## src/rtl/truth_table_pkg.sv

```systemverilog
// Shared types and defaults for the truth-table checker.
package truth_table_pkg;
  typedef enum logic [1:0] {
    IDLE  = 2'd0,
    APPLY = 2'd1,
    DONE  = 2'd2
  } state_t;

  localparam int N_IN_DEF = 3;
  localparam int HOLD_DEF = 20;
endpackage

```

## src/rtl/truth_table_checker_hold_timer.sv

```systemverilog
// Loadable down-counter that paces how long each input vector is held.
module hold_timer
  import truth_table_pkg::*;
#(
  parameter int HOLD_CYCLES = HOLD_DEF
) (
  input  logic clk,
  input  logic rst,
  input  logic load,
  input  logic en,
  output logic expire
);
  localparam int CW = $clog2(HOLD_CYCLES + 1);

  logic [CW-1:0] cnt_q, cnt_d;

  // Parks at zero rather than wrapping, so the last hold leaves it idle.
  always_comb begin
    cnt_d = cnt_q;
    if (load) begin
      cnt_d = CW'(HOLD_CYCLES - 1);
    end else if (en && (cnt_q != '0)) begin
      cnt_d = cnt_q - CW'(1);
    end
  end

  always_ff @(posedge clk) begin
    if (rst) begin
      cnt_q <= '0;
    end else begin
      cnt_q <= cnt_d;
    end
  end

  assign expire = (cnt_q == '0);
endmodule

```

## config.mk

```make
export PLATFORM = sky130hd
export DESIGN_NAME = hold_timer
export DESIGN_NICKNAME = d
export VERILOG_FILES = /design/src/rtl/truth_table_pkg.sv /design/src/rtl/truth_table_checker_hold_timer.sv
export SDC_FILE = /design/constraint.sdc
export NUM_CORES = 1
export LEC_CHECK = 0
export ABC_AREA = 1
export CORE_AREA = 3 3 40 42
export CTS_BUF_LIST = sky130_fd_sc_hd__clkbuf_2 sky130_fd_sc_hd__clkbuf_4 sky130_fd_sc_hd__clkbuf_8
export DETAILED_ROUTE_END_ITERATION = 16
export DIE_AREA = 0 0 43 45
export PLACE_DENSITY_LB_ADDON = 0.3
export SLEW_MARGIN = 0
export SYNTH_ARGS = -nofsm -noshare
export SYNTH_HDL_FRONTEND = slang
export SYNTH_SLANG_ARGS = --single-unit
```

## constraint.sdc

```tcl
create_clock -name clk -period 1 [get_ports clk]
set_input_delay 0.1 -clock clk [delete_from_list [all_inputs] [get_ports clk]]
set_output_delay 0.1 -clock clk [all_outputs]
set_load 0.02 [all_outputs]
```

# After elaboration in Yosys (flattened, before gate mapping)
# Cells that the tools add are included.
# word_totals
in_bits	4
ff_bits	5
output_inout_bits	1
# op_classes
n_mux	2
reduce_logical	5
addsub	1
# ops
cell	n
5-bit 2-to-1 mux	2
5-bit zero test	1
5-bit nonzero test	1
5-bit by 1-bit subtractor with 5-bit output (second input constant)	1
2-bit nonzero test	1
2-bit OR reduction	1
1-bit logical AND	1

# Logic depth before layout (Yosys ltp)
# Gate-level depths: netlist (run 1).
# depth
ltp_word	4
depth_mapped	7
depth_no_buf	7

# Worst setup path after synthesis (run 1)
# Ideal clock, no wire load.
# synth_timing
kind	reg2reg
from	register cnt_q[0]
to	register cnt_q[0]
required_ns	0.889
arrival_time_ns	0.979
path_stages_with_launch	8
setup_slack_ns	-0.090
setup_ns	0.111
cell_sequence	dfxtp_1 inv_1 ha_1 nand3_4 nand3_1 nand2_1 nor2_1 nor2_1
# synth_between
elab_chain_cells	3
# synth_rtl
element	line	rtl
start: declaration	truth_table_checker_hold_timer.sv:15	logic [CW-1:0] cnt_q, cnt_d;
start signal: assignment	truth_table_checker_hold_timer.sv:31	cnt_q <= cnt_d;
5-bit by 1-bit subtractor with 5-bit output / 5-bit nonzero test (equally long branches)	truth_table_checker_hold_timer.sv:23, truth_table_checker_hold_timer.sv:22	
5-bit 2-to-1 mux / 1-bit logical AND (equally long branches)	truth_table_checker_hold_timer.sv:22	end else if (en && (cnt_q != '0)) begin
5-bit 2-to-1 mux / 2-bit nonzero test (equally long branches)	n/a	
# Several ways; a longest one is shown, not always the timed one. The select of a mux whose other input is x is not followed.
# A chain may end at the register's enable or synchronous reset.

# Final worst setup path (run 1)
# layout_timing
from	register cnt_q[0]
to	output port expire
# layout_between
elab_chain_cells	1
# layout_rtl
element	line	rtl
5-bit zero test	truth_table_checker_hold_timer.sv:35	assign expire = (cnt_q == '0);
end: declaration	truth_table_checker_hold_timer.sv:11	output logic expire
# No other way between the ends.

==> metrics.md, run 1 <==
| Metric | Value |
|---|---|
| Status | complete, but fails checks |
| Violated checks | negative setup slack |
| Seq/Total Area, Yosys | 33.3% |
| Arr. time, crit path | 1.01 ns |
| Most frequent CP cell | inv_2 |
| CP Max Fanout | 2 |
| Clock Pin Slew Worst Setup and Hold Paths | 0.04 ns |
| Routed len/inst | 9.14 microns |
| Nets | 64 |
| GRT overflow | 0 |
| FF+latch count, synth | 5 |
| DIE AREA | 0.00194 sq mm |
| CP Class | register to output pin |
| Cell taking the most area after synthesis | dfxtp_1 |
| Synth Net Count | 47 |
| Buf/Inv on CP | 3 |
| PnR worst setup slack | -0.110 ns |
| TritonCTS Buffers | 3 |
| Synth top area share | 33.3% |
| Via-per-instance ratio | 3.97 |
| DR vias | 290 |
| Slowest cell delay on critical path | 0.32 ns |
| Top Family by Delay on Critical Path | flip-flops |
| Worst vdd ir | 485 uV |
| Met1 track demand over resource | 10.4% |
| Min Hold Slack | 0.477 ns |
| Most frequent cells in the layout | 8 x buf_4, 6 x nand2_1, 5 x inv_1 |
| Worst Path Required | 0.90 ns |
| Area growth from synthesis to layout | 64.6% |
| GRT busiest layer | met2 |
| Cells after DPL | 66 |
| Hold WC Path Type | primary input to register |
| Clock tree buffer depth | 2 |
| Yosys cell types | 17 |
| Syn Inst Count | 42 |
| PortBufs | 4 |
| Total count of max-transition violations in the final report | 0 |
| Mapped cell area | 300 sq um |
| Setup TNS Final | -0.436 ns |
| F_max | 901 MHz |
| Clock sink count | 5 |
| DRT antenna net count | 0 |
| Largest registers | cnt_q x5 |
| DP Worst Slack | -0.332 ns |
| Die Span Y | 45 microns |
| Power Dens Cells | 1430 mW/mm^2 |
| All-Layer GR Usage | 8.41% |
| DR iter-0 viols | 7 |
| Endpoints failing hold | 0 |
| Ports | 5 |
| Drc violations | 0 |
| H-tree depth | 1 |
| Final instance area | 494 sq um |
| Largest register by flop count | cnt_q |
| Vias in the first global route | 292 |
| Core Rows | 13 |
| Die X | 43 microns |
| Fin cells | 73 |
| RSZ-0062 raised after global routing | yes |
| Max-cap violation count | 0 |
| Root buf cell | clkbuf_4 |
| Initial core utilization | 23.4% |
| TritonCTS clock tree | yes |
| Utilization after layout | 38.5% |
| Synth top area cells | dfxtp_1 33%, inv_1 10%, nand3_1 8.3%, nand2_1 7.5%, nand3_4 5.8% |
| Mean Syn Cell Area | 7.15 sq um |
| DPL Wire Length | 456 microns |
| Startpoint Class | register |
| Commonest non-fill, non-tap cell in the layout | buf_4 |
| Area of placed instances | 409 sq um |
| Synth Flop Type | dfxtp_1 |
| YS warnings | 0 |
| Worst-skew pair later-pin latency | 0.24 ns |
| GRT met3 Usage | 3.59% |
| Worst Skew | 0.00566 ns |
| Ys async rst share | 0% |
| Overall power | 706 uW |
| Setup Viol. Count Final | 5 |
| Final Cycle Share | 111% |
| Element type at the critical path end | output pin |
| Critical path, cell by cell | inv_2 > ha_4 > nand3_4 > inv_2 > buf_6 |
| Slew HR | 72.1% |
| RePlAce Congestion | 0.703 |
| Critical path's slowest cell | dfxtp_2 |
| Initial antenna violation count | 0 |
| Max reg flops | 5 |
| Pin count of the biggest net entering global routing | 9 |
| Crit path time final | 1.11 ns |
| Leak pwr | 0.238 nW |
| Ant. Diodes | 0 |
| Layout cells sized above 1 | 51.7% |
| Number of synthesized flops with an enable pin | 0 |
| Drt pass-1 iters | 3 |
| Flop2flop setup slack | -0.10 ns |
| Global-route wire length before repair | 1190 microns |
| Worst Max-Slew Pin Slew | 0.417 ns |
| Met2 usage | 12.0% |
| Core ar. | 0.00128 sq mm |
| Final wirelength | 667 microns |
==> worst paths after layout <==
check | start | end | depth (start not counted)
max reg2reg | cnt_q[0] | cnt_q[0] | 8
min reg2reg | cnt_q[4] | cnt_q[4] | 2
min | rst | cnt_q[0] | 2
max | cnt_q[0] | expire | 5
==> cells in the mapped netlist (2+ instances only) <==
master and number:
nor2_1 4, nor2_2 2, inv_1 8, nand3_1 5, nand4_1 2, nand2_1 6, dfxtp_1 5
==> logic make-up after synthesis <==
group / after synthesis / synth area share, %
AOI/OAI and AO/OA: 3 / 7.08
adders and majority gates: 1 / 4.17
buffers and inverters: 10 / 13.8
DFF: 5 / 33.3
and+or+nand+nor: 22 / 38.7
xor gates and xnor gates: 1 / 2.92
==> worst register-to-register path, cell delays in order, from the launching register on <==
cell and delay [ns]:
dfxtp_2 0.32, inv_2 0.07, ha_4 0.14, nand3_4 0.08, buf_6 0.15, nand3_2 0.05
nand2_1 0.05, nor2_1 0.08, nor2_1 0.04
==> final cells by class <==
cell class	instances	area, sq um
Fill cell	139	791
Multi-Input combinational cell	27	196
Timing Repair Buffer	13	113
Sequential cell	5	103
Inverter	9	33.8
Clock buffer	4	30.0
Tap cell	15	18.8
==> routing by layer <==
metal / wire [microns] / vias to the layer above
li1: - / 163
met1: 345 / 123
met2: 301 / 4
met3: 20 / 0
met4: 0 / 0
met5: 0 / -
==> what timing repair did <==
item	4_1_cts	5_1_grt
gates resized for setup	15	0
hold buffers	0	0
pin swaps	4	0
endpoints found under the setup margin	6	6
setup buffers	3	0
==> where the power goes <==
part	internal [mW]	switching (mW)
logic	0.112	0.106
clock network	0.178	0.0842
registers	0.216	0.00944
Power figures use the tool's default switching activity.
==> inputs of run 2 (changes only) <==
ABC_AREA = not set   (was 1)
PLACE_DENSITY_LB_ADDON = not set   (was 0.3)
TNS_END_PERCENT = 10   (was not set)
==> run 2 against run 1 <==
  * The run still ends with negative setup slack left
  * Combinational power decreased by 9.6%
  * Global-route usage is 0.17 points lower
  * Core utilization down 1.8 points
  * Total power decreased by 2.5%
  * Final cell count shrank 15%
  * Die area did not move
  * Clock power is essentially flat
  * Hold slack improved by 0.056 ns
  * Critical endpoint is now cnt_q[3]
  * Largest cell class unchanged
  * Largest power group unchanged
  * Highest routed layer unchanged
==> metrics.md, run 2 <==
| Metric | Value |
|---|---|
| Sequential cell area | 103 sq um (unchanged) |
| All-Layer GR Usage | 8.24% (was 8.41%) |
| FF+latch count, synth | 5 (unchanged) |
| Pin count of the biggest net entering global routing | 8 (was 9) |
| Ys async rst share | 0% (unchanged) |
| CP Max Fanout | 2 (unchanged) |
| Area growth from synthesis to layout | 63.9% (was 64.6%) |
| Hold WC Path Type | register to register (was primary input to register) |
| Number of synthesized flops with an enable pin | 0 (unchanged) |
| DR vias | 274 (was 290) |
| Multi-input logic area | 203 sq um (was 196 sq um) |
| Reg2reg path depth | 4 (was 8) |
| Routed len/inst | 9.03 microns (was 9.14 microns) |
| Nets | 53 (was 64) |
| Cell taking the most area after synthesis | dfxtp_1 (unchanged) |
| Violated checks | negative setup slack (unchanged) |
| Slowest cell delay on critical path | 0.50 ns (was 0.32 ns) |
| Worst Path Required | 1.13 ns (was 0.90 ns) |
| TritonCTS clock tree | yes (unchanged) |
| Slew HR | 84.0% (was 72.1%) |
| Clock tree buffer depth | 2 (unchanged) |
| Core Rows | 13 (unchanged) |
| Beginning of the critical path | cnt_q[0] (unchanged) |
| Synth top area cells | dfxtp_1 35%, a2111oi_2 10%, nor3_1 8.7%, nor4b_4 8.3%, nand2_1 5.2% (was dfxtp_1 33%, inv_1 10%, nand3_1 8.3%, nand2_1 7.5%, nand3_4 5.8%) |
| Filler instances | 140 (was 139) |
| TritonCTS Buffers | 3 (unchanged) |
| Commonest cells post-synth | 5 x dfxtp_1, 5 x nor3_1, 4 x nand2_1, 3 x nor2_1 (was 8 x inv_1, 6 x nand2_1, 5 x dfxtp_1, 5 x nand3_1, 4 x nor2_1) |
| Hold Crit Depth | 2 (unchanged) |
| Max reg flops | 5 (unchanged) |
| Global-route wire length before repair | 1070 microns (was 1190 microns) |
| Most frequent cells in the layout | 7 x buf_4, 4 x nand2_1, 4 x clkbuf_4 (was 8 x buf_4, 6 x nand2_1, 5 x inv_1) |
| CP Class | register to register (was register to output pin) |
| Die Span Y | 45 microns (unchanged) |
| Endpoints failing hold | 0 (unchanged) |
| Buf/Inv on CP | 1 (was 3) |
| Worst-skew pair later-pin latency | 0.24 ns (about the same) |
| Startpoint Class | register (unchanged) |
| H-tree depth | 1 (unchanged) |
| Setup Viol. Count Final | 6 (was 5) |
| Worst vdd ir | 766 uV (was 485 uV) |
| Drc violations | 0 (unchanged) |
| Leak pwr | 0.186 nW (was 0.238 nW) |
| Die X | 43 microns (unchanged) |
| DPL Wire Length | 473 microns (was 456 microns) |
| Drt pass-1 iters | 2 (was 3) |
| DRT antenna net count | 0 (unchanged) |
| Critical path, cell by cell | buf_6 > or4b_4 > o21a_1 > o21a_1 (was inv_2 > ha_4 > nand3_4 > inv_2 > buf_6) |
| PortBufs | 4 (unchanged) |
| Clock sink count | 5 (unchanged) |
| Vias in the first global route | 269 (was 292) |
| Status | complete, but fails checks (unchanged) |
| Setup TNS Final | -1.51 ns (was -0.436 ns) |
| Worst Max-Slew Pin Slew | 0.239 ns (was 0.417 ns) |
| Min-delay src | cnt_q[2] (was rst) |
| Initial antenna violation count | 0 (unchanged) |
| Most frequent CP cell | o21a_1 (was inv_2) |
| RePlAce Congestion | 0.706 (was 0.703) |
| Crit path time final | 1.38 ns (was 1.11 ns) |
| Clock Pin Slew Worst Setup and Hold Paths | 0.04 ns (about the same) |
| GRT overflow | 0 (unchanged) |
| Synth top area share | 34.8% (was 33.3%) |
| Synth Net Count | 36 (was 47) |
| Ports | 5 (unchanged) |
| Largest register by flop count | cnt_q (unchanged) |
| Initial core utilization | 22.4% (was 23.4%) |
| Power Dens Cells | 1460 mW/mm^2 (was 1430 mW/mm^2) |
| YS warnings | 0 (unchanged) |
| Utilization after layout | 36.7% (was 38.5%) |
| Seq/Total Area, Yosys | 34.8% (was 33.3%) |
| Synth Flop Type | dfxtp_1 (unchanged) |
| Critical path's slowest cell | or4b_4 (was dfxtp_2) |
| Yosys cell types | 15 (was 17) |
| Largest registers | cnt_q x5 (unchanged) |
| F_max | 723 MHz (was 901 MHz) |
| Arr. time, crit path | 1.51 ns (was 1.01 ns) |
| Worst Skew | 0.00319 ns (was 0.00566 ns) |
| Core ar. | 0.00128 sq mm (unchanged) |
| Mapped cell area | 288 sq um (was 300 sq um) |
| Via-per-instance ratio | 4.42 (was 3.97) |
| Syn Inst Count | 31 (was 42) |
| Worst path depth | 4 (was 5) |
| Total count of max-transition violations in the final report | 0 (unchanged) |
| DR iter-0 viols | 4 (was 7) |
| Commonest non-fill, non-tap cell in the layout | buf_4 (unchanged) |
| Mean Syn Cell Area | 9.28 sq um (was 7.15 sq um) |
| Max-cap violation count | 0 (unchanged) |
| Layout cells sized above 1 | 57.4% (was 51.7%) |
| R2r startpoint | cnt_q[0] (unchanged) |
| PnR worst setup slack | -0.383 ns (was -0.110 ns) |
| DIE AREA | 0.00194 sq mm (unchanged) |
| Final wirelength | 560 microns (was 667 microns) |
| Element type at the critical path end | register (was output pin) |
| Top Family by Delay on Critical Path | simple AND/OR/NAND/NOR gates (was flip-flops) |
| Root buf cell | clkbuf_4 (unchanged) |
| RSZ-0062 raised after global routing | yes (unchanged) |
| Ant. Diodes | 0 (unchanged) |
| Final Cycle Share | 138% (was 111%) |
-- run 2: cell count changes after synthesis, sizes merged, moves of 3 or more --
cell and delta:
nand3 -6, nand2 -3, nor3 +4, inv -7
nor2 -3
-- run 2: cell families after synthesis --
logic type	after synthesis	synth area share, %
adders and majority gates	1	4.35
AOI/OAI and AO/OA	7	25.2
and+or+nand+nor	15	31.7
buffers and inverters	3	3.91
DFF	5	34.8
-- run 2: final timing paths --
| check | slack, ns | endpoint |
|---|---|---|
| worst max-delay path | -0.38 | cnt_q[3] |
| worst min-delay path | 0.53 | cnt_q[2] |
| worst max register to register | -0.38 | cnt_q[3] |
| worst min register to register | 0.53 | cnt_q[2] |
-- run 2: layout make-up --
class | instances | area share (%)
timing repair buffer | 13 | 23.3
tap | 15 | 3.98
multi-input combinational | 23 | 43.0
inverter | 2 | 1.59
sequential | 5 | 21.8
clock buffer | 4 | 6.37
-- run 2: worst register-to-register path: cells and delay by family (launching register included) --
family,cells,cell delay [ns]
AOI/OAI and AO/OA,2,0.34
buffers and inverters,1,0.11
DFF,1,0.32
and+or+nand+nor,1,0.50
-- run 2: routing by layer --
| metal | vias up | GRT usage (%) | routed length [microns] |
|---|---|---|---|
| met4 | 0 | 12.7 | 0 |
| met2 | 5 | 12.3 | 323 |
| met3 | 0 | 1.20 | 18 |
| met1 | 122 | 8.17 | 218 |
| met5 | - | 0 | 0 |
| li1 | 147 | - | - |
-- run 2: timing repair --
item | 4_1_cts | 5_1_grt
pin swaps | 1 | 2
hold endpoints to repair | 0 | 0
buffers inserted | 0 | 0
hold buffers | 0 | 0
setup endpoints to repair | 6 | 6
gates resized for setup | 6 | 1
-- run 2: metrics by stage --
stage / setup slack (ns) / instances / instance area [sq um] / hold slack (ns) / power, mW
6_report: -0.383 / 62 / 472 / 0.533 / 0.688
5_1_grt: -0.426 / 62 / 472 / 0.549 / 0.750
4_1_cts: -0.392 / 62 / 468 / 0.531 / 0.705
3_5_place_dp: -0.497 / 58 / 435 / 0.532 / 0.430
3_3_place_gp: -0.481 / 58 / 435 / 0.524 / 0.429
2_1_floorplan: -0.436 / 31 / 313 / 0.169 / 0.345
-- run 2: power breakdown --
| part | switching (mW) | internal, mW |
|---|---|---|
| Clock | 0.0811 | 0.178 |
| Combinational | 0.0843 | 0.113 |
| Sequential | 0.0140 | 0.218 |
| Total | 0.179 | 0.509 |
